## src/rtl/bist_pkg.sv

```systemverilog
// Shared definitions for the adder BIST response analyzer: FSM encoding,
// MISR geometry and the fault-free full-adder reference.
package bist_pkg;

  typedef enum logic [1:0] {
    ST_IDLE  = 2'd0,
    ST_RUN   = 2'd1,
    ST_CHECK = 2'd2,
    ST_DONE  = 2'd3
  } state_e;

  localparam int MISR_W = 8;

  // Feedback taps x^8 + x^6 + x^5 + x^4 + 1: bits 7, 5, 4 and 3 of the state.
  localparam logic [MISR_W-1:0] MISR_TAPS = 8'hB8;

  // Fault-free full adder, pattern = {a,b,cin}, result = {sum,cout}.
  function automatic logic [1:0] fa_golden(input logic [2:0] p);
    logic a;
    logic b;
    logic c;
    a = p[2];
    b = p[1];
    c = p[0];
    return {a ^ b ^ c, (a & b) | (a & c) | (b & c)};
  endfunction

endpackage

```

## src/rtl/misr8.sv

```systemverilog
// 8-bit multiple-input signature register compacting a 2-bit response.
// load restarts from SEED and wins over enable; enable folds in din.
module misr8
  import bist_pkg::*;
#(
  parameter logic [MISR_W-1:0] SEED = 8'hFF
) (
  input  logic              clk,
  input  logic              rst_n,
  input  logic              load,
  input  logic              enable,
  input  logic [1:0]        din,
  output logic [MISR_W-1:0] sig
);

  logic fb;

  assign fb = ^(sig & MISR_TAPS);

  // Shift with XOR feedback, response injected into the two low bits.
  always_ff @(posedge clk or negedge rst_n) begin
    if (!rst_n) begin
      sig <= SEED;
    end else if (load) begin
      sig <= SEED;
    end else if (enable) begin
      sig <= {sig[MISR_W-2:0], fb} ^ {{(MISR_W-2){1'b0}}, din};
    end
  end

endmodule

```

## src/rtl/response_analyzer.sv

```systemverilog
// BIST response analyzer for a full-adder CUT: compacts responses into a
// MISR, compares each response against the reference adder, and issues a
// pass/fail verdict after N_PATTERNS accepted patterns.
//
// Input handshake: there is no ready; a pattern is consumed on every rising
// edge where pattern_valid=1 while the FSM is in RUN and abort=0. Valid
// cycles outside RUN are dropped silently.
module response_analyzer
  import bist_pkg::*;
#(
  parameter int          N_PATTERNS = 8,
  parameter logic [7:0]  MISR_SEED  = 8'hFF,
  parameter logic [7:0]  GOLDEN_SIG = 8'h00
) (
  input  logic       clk,
  input  logic       rst_n,
  input  logic       start,
  input  logic       abort,
  input  logic       pattern_valid,
  input  logic [2:0] pattern,
  input  logic [1:0] dataIn,
  output logic       busy,
  output logic       done,
  output logic       pass,
  output logic [7:0] signature,
  output logic [7:0] err_count,
  output logic [7:0] first_fail,
  output state_e     fsm_state
);

  localparam logic [7:0] LAST_IDX = 8'(N_PATTERNS - 1);

  state_e     state;
  logic [7:0] cnt;
  logic       start_ok;
  logic       accept;
  logic       mismatch;

  assign start_ok  = start && !abort && (state == ST_IDLE || state == ST_DONE);
  assign accept    = pattern_valid && !abort && (state == ST_RUN);
  assign mismatch  = accept && (dataIn != fa_golden(pattern));
  assign fsm_state = state;

  misr8 #(
    .SEED (MISR_SEED)
  ) u_misr (
    .clk    (clk),
    .rst_n  (rst_n),
    .load   (start_ok),
    .enable (accept),
    .din    (dataIn),
    .sig    (signature)
  );

  // Control FSM with registered status outputs; abort overrides everything.
  always_ff @(posedge clk or negedge rst_n) begin
    if (!rst_n) begin
      state      <= ST_IDLE;
      cnt        <= 8'd0;
      err_count  <= 8'd0;
      first_fail <= 8'hFF;
      busy       <= 1'b0;
      done       <= 1'b0;
      pass       <= 1'b0;
    end else if (abort) begin
      state <= ST_IDLE;
      busy  <= 1'b0;
      done  <= 1'b0;
      pass  <= 1'b0;
    end else begin
      case (state)
        ST_IDLE, ST_DONE: begin
          if (start) begin
            state      <= ST_RUN;
            cnt        <= 8'd0;
            err_count  <= 8'd0;
            first_fail <= 8'hFF;
            busy       <= 1'b1;
            done       <= 1'b0;
            pass       <= 1'b0;
          end
        end
        ST_RUN: begin
          if (pattern_valid) begin
            cnt <= cnt + 8'd1;
            if (mismatch) begin
              if (err_count != 8'hFF) err_count <= err_count + 8'd1;
              // first_fail still at its sentinel means no earlier miss
              if (first_fail == 8'hFF) first_fail <= cnt;
            end
            if (cnt == LAST_IDX) state <= ST_CHECK;
          end
        end
        ST_CHECK: begin
          pass  <= (signature == GOLDEN_SIG) && (err_count == 8'd0);
          done  <= 1'b1;
          busy  <= 1'b0;
          state <= ST_DONE;
        end
        default: state <= ST_IDLE;
      endcase
    end
  end

endmodule
```

## config.mk

```make
export PLATFORM = sky130hd
export DESIGN_NAME = response_analyzer
export DESIGN_NICKNAME = d
export VERILOG_FILES = /design/src/rtl/bist_pkg.sv /design/src/rtl/misr8.sv /design/src/rtl/response_analyzer.sv
export SDC_FILE = /design/constraint.sdc
export NUM_CORES = 1
export LEC_CHECK = 0
export ABC_CLOCK_PERIOD_IN_PS = 2000
export CAP_MARGIN = 10
export CELL_PAD_IN_SITES_DETAIL_PLACEMENT = 2
export CELL_PAD_IN_SITES_GLOBAL_PLACEMENT = 2
export CORE_ASPECT_RATIO = 0.5
export CORE_MARGIN = 3
export CORE_UTILIZATION = 29
export DETAILED_ROUTE_END_ITERATION = 6
export PLACE_DENSITY = 0.77
export SLEW_MARGIN = 25
export SYNTH_ARGS = -nofsm -noshare
export SYNTH_HDL_FRONTEND = slang
export SYNTH_HIERARCHICAL = 1
export SYNTH_SLANG_ARGS = --single-unit
```

## constraint.sdc

```tcl
create_clock -name clk -period 2 [get_ports clk]
set_input_delay 0.2 -clock clk [delete_from_list [all_inputs] [get_ports clk]]
set_output_delay 0.2 -clock clk [all_outputs]
set_load 0.02 [all_outputs]
```

Word-level counts from Yosys, hierarchy flattened
Cells that the tools add are included. Widths: inputs -> output; s select.

Add/sub/neg operators: 2. Multiplexer cells: 27. Bitwise logic cells: 9. Equality and inequality tests: 15. Reductions and logical operators: 21.

Operators with widths (number): $mux 8 (11); $pmux 8 s2 (3); $add 8x1->8 const B (2); $logic_not 8->1 (2); $reduce_and 6->1 (2); $eq 8x3->1 const B (1); $eq 8x8->1 const B (1); $mux 2 (4); $ne 8x8->1 const B (1); $reduce_xor 8->1 (1); $xor 8x2->8 (1); $logic_and 1x1->1 (6); $ne 2x2->1 const B (3); $ne 3x3->1 const B (2); $pmux 1 s2 (3); $pmux 2 s3 (1); $mux 1 (5); $eq 2x2->1 const B (2); $ne 2x1->1 const B (2); $reduce_and 4->1 (1); $reduce_bool 2->1 (2); $and 1x1->1 (3); $ne 3x2->1 const B (1); $reduce_and 3->1 (1); 11 further kinds (13).

Output and inout port bits: 29. Input bits: 10. Register bits after elaboration: 37. Logic and storage cells: 82.

Depth between registers and ports, before layout
Word-level depth: 8. Depth in mapped cells: 9. Gate-level depth less buffers: 7.

Modules after synthesis
The synthesis kept the hierarchy.

Modules (own cells, without submodules): response_analyzer (times used 1, area each 1639.1 um^2, cells an instance 168, sequential area each 735.7 um^2); misr8 (times used 1, area each 390.4 um^2, cells an instance 32, sequential area each 210.2 um^2).

Worst setup path before layout
OpenSTA, ideal clock, no wires.

Path kind: register to register. From: register state[0] (netlist: fsm_state[0]). To: register cnt[5]. Setup time: 78 ps. Cell stages (with the launch flop): 7. Period minus slack after synthesis: 2270 ps. Required time: 1922 ps. Setup slack: -270 ps. Data arrival time: 2192 ps. Buffers on the path: 0. Cell sequence: dfrtp_1 -> inv_1 -> ha_1 -> nor2b_1 -> or4_4 -> or4_1 -> a21oi_1.

Cells in the longest elaborated chain, start to end: 4. Elaborated cells between the ends (all ways): 9. Classes of those cells: eq/ne: 4; mux: 1; reduce/logical: 4.

RTL lines: start: declaration (RTL line response_analyzer.sv:33) `state_e state;`; start signal: assignment (RTL line response_analyzer.sv:58) `state <= ST_IDLE;`; start signal: assignment (RTL line response_analyzer.sv:66) `state <= ST_IDLE;`; start signal: assignment (RTL line response_analyzer.sv:74) `state <= ST_RUN;`; $eq 2x2->1 / $logic_not 2->1 (equally long branches) (RTL line response_analyzer.sv:71) `case (state)`; $reduce_or 2->1 (RTL line response_analyzer.sv:71); $ne 2x2->1 (no line) / $reduce_bool 2->1 (equally long branches); $reduce_and 4->1 (no line); end signal: assignment (RTL line response_analyzer.sv:85) `cnt <= cnt + 8'd1;`; end: declaration (RTL line response_analyzer.sv:34) `logic [7:0] cnt;`.

Several ways; a longest one is shown, not always the timed one. A chain may end at the register's enable or synchronous reset.

Worst setup path after layout
From: register state[1] (netlist: fsm_state[1]). To: register err_count[2].

Cells in the longest elaborated chain, start to end: 5. Elaborated cells between the ends (all ways): 13. Classes of those cells: eq/ne: 6; mux: 1; reduce/logical: 6.

RTL lines: $eq 2x1->1 (RTL line response_analyzer.sv:40, response_analyzer.sv:71); $logic_and 1x1->1 (RTL line response_analyzer.sv:40) `assign accept = pattern_valid && !abort && (state == ST_RUN);`; $logic_and 1x1->1 (RTL line response_analyzer.sv:41) `assign mismatch = accept && (dataIn != fa_golden(pattern));`; $ne 2x2->1 (no line); $reduce_and 6->1 (no line); end signal: assignment (RTL line response_analyzer.sv:87) `if (err_count != 8'hFF) err_count <= err_count + 8'd1;`; end: declaration (RTL line response_analyzer.sv:26) `output logic [7:0] err_count,`.

Several ways; a longest one is shown, not always the timed one.

==> results <==
- The flow ran to the end, but the final reports show violations.
- The final reports fail on setup timing.
- The most used routing layer is met2.
- TritonCTS built the clock tree.
- The routed layout has 1976 vias.
- The worst pin sits at a relative slew slack of around two thirds.
- The data arrival time at the worst-slack endpoint is approximately 2300 ps.
- Global routing used between 10% and 20% of the available tracks.
- The filler cells instantiated in the layout total about 650.
- The number of warnings printed during yosys synthesis is 6.
- The worst setup path is captured at a flip-flop.
- The actual slew at the worst max-slew pin is around 500 ps.
- Global routing used 3.65% of the available met3 tracks.
- The instance area at placement is 2700 um2.
- The last weighted congestion value of the routability-driven placer is roughly 0.84.
- The area of the multi-input gates is between 1000 and 1500 um2.
- The signed area change from the synthesized netlist to the final layout is 52.0%.
- The data required time at the worst endpoint is between 2000 and 2500 ps.
- The number of cells after detailed placement is 344.
- The finished cells cover just over 3000 um2.
- The number of clock sinks is 37.
- The synthesized area divided by synthesized cell count is 10.1 um2.
- Hold timing on the final database bottoms out at a slack of between 300 and 400 ps.
- The total wire length after detailed routing is 8500 um.
- The wire-length estimate of the detail-placed layout is just over 5000 um.
- The number of cells on the worst reg-to-reg path is 7.
- The critical path goes through ha_4, buf_6, clkinvlp_4, a2111oi_4, buf_4, o211ai_4, a221o_1.
- Yosys attributes the largest share of cell area to dfrtp_1, dfstp_2, a21oi_1.
- The pin count of the biggest net entering global routing is 38.
- Clock tree synthesis selected as its root buffer the cell clkbuf_16.
- The tool flagged a number of max-cap violations equal to 0.
- The maximum resistive drop on vdd is between 0.0004 and 0.0005 V.
- The number of slew-limit violations in the final report came to 0.
- For met1 alone, demand over resource in global routing was between 20% and 30%.
- The area of the die is just over 8000 um2.
- In this run the core area contains 20 standard-cell rows.
- In this run the deepest clock path goes through 2 buffers.
- The power density over the cells is around 1500 nW/um2.
- The cell type with the largest total area after synthesis is dfrtp_1.
- The initial antenna violation count came to 0.
- 0 antenna diodes ended up in the layout.
- Registers take approximately 950 um2.
- The most frequently used cell type in the post-synthesis netlist is dfrtp_1.
- The clock latency of the later-clocked register in the worst-skew pair is ~280 ps.
- The worst setup path is of the flip-flop to flip-flop kind.
- The worst setup slack after layout is -172 ps.
- The gate count of the mapped netlist is 200.
- The mean number of vias per cell is ~5.4.
- Setup repair after global routing could not meet its margin everywhere.
- Timing would allow up to 460 MHz.
- The standard cell with the maximum stage delay on the critical path is dfrtp_2.
- The critical path starts at fsm_state[1].
- The most used flip-flop cell after synthesis is dfrtp_1.
- The share of the Yosys chip area taken by registers is approximately 47%.
- The share of synthesized area in the top cell type comes to 25.9%.
- The post-synthesis net count is roughly 220.
- The final non-filler cell total is 365.
- The initial standard-cell utilization of the core is 31.7%.
- The clock edge transition at the registers on the reported setup and hold paths is around 60 ps.
- STA classifies the critical path startpoint as a flip-flop.
- The first global-routing pass estimated 12700 um of wire.
- In the final routed layout, each cell accounts on average for 23.3 um.
- The commonest cells after synthesis are dfrtp_1, dfstp_2, nand2_1, a21oi_1.
- The depth of the CTS H-tree is 2.
- The first-iteration detailed-routing DRC count is ~130.
- The number of enable-type register cells in the synthesized netlist is 0.
- Of all nets on the critical path, the largest fanout is 4.
- The number of search-and-repair iterations in the first detailed-routing pass is 4.
- The worst stage delay on the critical path is roughly 450 ps.
- The antenna violation net count after detailed routing is 0.
- The share of final-layout standard cells stronger than drive strength 1 is about a third.
- 39 I/O pins were placed.
- The setup slack of the most critical reg-to-reg path is -170 ps.
- The leakage dissipation is between 1 and 1.5 nW.
- The number of global-route vias before repair is 2240.
- The cell area that synthesis handed to floorplanning was between 2000 and 2500 um2.
- The origin of the critical flop-to-flop path is fsm_state[1].
- The floorplan die width is about 120 um.
- The number of I/O port buffers is 38.
- The proportion of synthesized flip-flops having asynchronous set or reset is 100%.
- The smallest clock period supported by the final layout is computed as 2170 ps.
- The detailed-route DRC error count is 0.
- Clock skew on the completed layout was measured at 7.57 ps.
- The path category of the worst min-delay check is primary input to async pin.
- Of the available clock period, the critical path in the final layout requires 109%.
- The die is about 65 um tall.
- The setup violation total in the final timing report is 20.
- The fraction of met2 tracks used by global routing is a little over a third.
- The destination of the worst register-to-register timing path is err_count[2].
- After clock tree synthesis, the flow added hold-fix buffers numbering 0.
- The final-report hold violation count is 0.
- Clock tree synthesis inserted a total of 5 buffers.
- The area of the core is ~6400 um2.
- The net count of the finished layout is 292.
- Global routing finished with a remaining overflow of 0.
- For the final routed database, the setup TNS stands at -1800 ps.
- In this run, distinct cell masters in the synthesized netlist total 51.
- The synthesized flop and latch total is 37.
-- what timing repair did --
item	in CTS	in global routing
setup endpoints to repair	20	23
pin swaps	22	4
resized for setup	13	19
buffers inserted	9	4
-- state kept, by name, summed over array words and instances (netlist names) --
register	cells
err_count	8
fsm_state	2
u_misr/sig	8
cnt	8
busy	1
done	1
pass	1
first_fail	8
-- cells by family (layout without fill, tap and decap cells) --
kind of cell	count (synthesis)	after routing	share of synthesized area, %
AND/OR/NAND/NOR	71	71	19.7
AO/OA/AOI/OAI	61	61	21.6
flip-flops	37	37	46.6
buffers and inverters	17	94	3.70
adder cells (fa/ha/maj)	6	6	4.07
XOR/XNOR	6	6	3.27
multiplexers	2	2	0.986
-- through the flow --
stage	utilization, %	setup WS (ps)	power, W
after floorplan	-	-94.5	0.00232
after global placement	42.1	-186	0.00314
after detailed placement	42.1	-263	0.00329
after CTS	46.4	-106	0.00437
after global routing	48.1	-214	0.00485
final	48.1	-172	0.00462
-- power breakdown --
part	total, W	internal (W)	switching, W
combinational	0.00256	0.00125	0.00130
clock	0.000774	0.000458	0.000315
sequential	0.00129	0.00103	0.000263
total	0.00462	0.00274	0.00188
-- per-layer routing --
metal,vias to the layer above,share of wire [%],routed length [um]
met3,8,2.8,237
met5,-,0,0
li1,892,-,-
met1,1041,46,3910
met2,35,50,4270
met4,0,1.1,90
-- cell type report --
type	count	area share, %
Multi-Input combinational cell	146	36.5
Sequential cell	37	30.8
Timing Repair Buffer	75	23.2
Clock buffer	6	4.18
Tap cell	88	3.57
Inverter	11	1.46
Clock inverter	2	0.325
-- worst max-delay path by stage --
stage,slack (ps),cells after the start,to
3_3_place_gp,-190,9,first_fail[4]
3_5_place_dp,-260,9,first_fail[0]
5_1_grt,-210,7,err_count[2]
6_report,-170,7,err_count[2]
4_1_cts,-110,5,cnt[5]
2_1_floorplan,-90,6,cnt[5]
-- placed cells by master (no fill, tap or decap), types with 4 or more instances in the layout --
cell type        instances
clkdlybuf4s50_1         37
buf_4                   27
dfrtp_1                 19
dfstp_2                 16
nand2_1                 15
o21ai_0                 11
nor2_1                   9
o22a_1                   8
nor2b_1                  8
a21oi_2                  8
buf_6                    8
inv_1                    6
a21oi_1                  6
clkbuf_16                5
a211o_1                  5
inv_2                    4
nor4_1                   4
nor3_1                   4
o31ai_1                  4
or3_4                    4
-- worst max-delay path, delay by kind of cell (launching register included) --
family                     cells  cell delay, ps
AOI/OAI and AO/OA              3             850
adders and majority gates      1             290
buffers and inverters          3             460
DFF                            1             450
No activity file was read; power rests on OpenSTA's default activity.
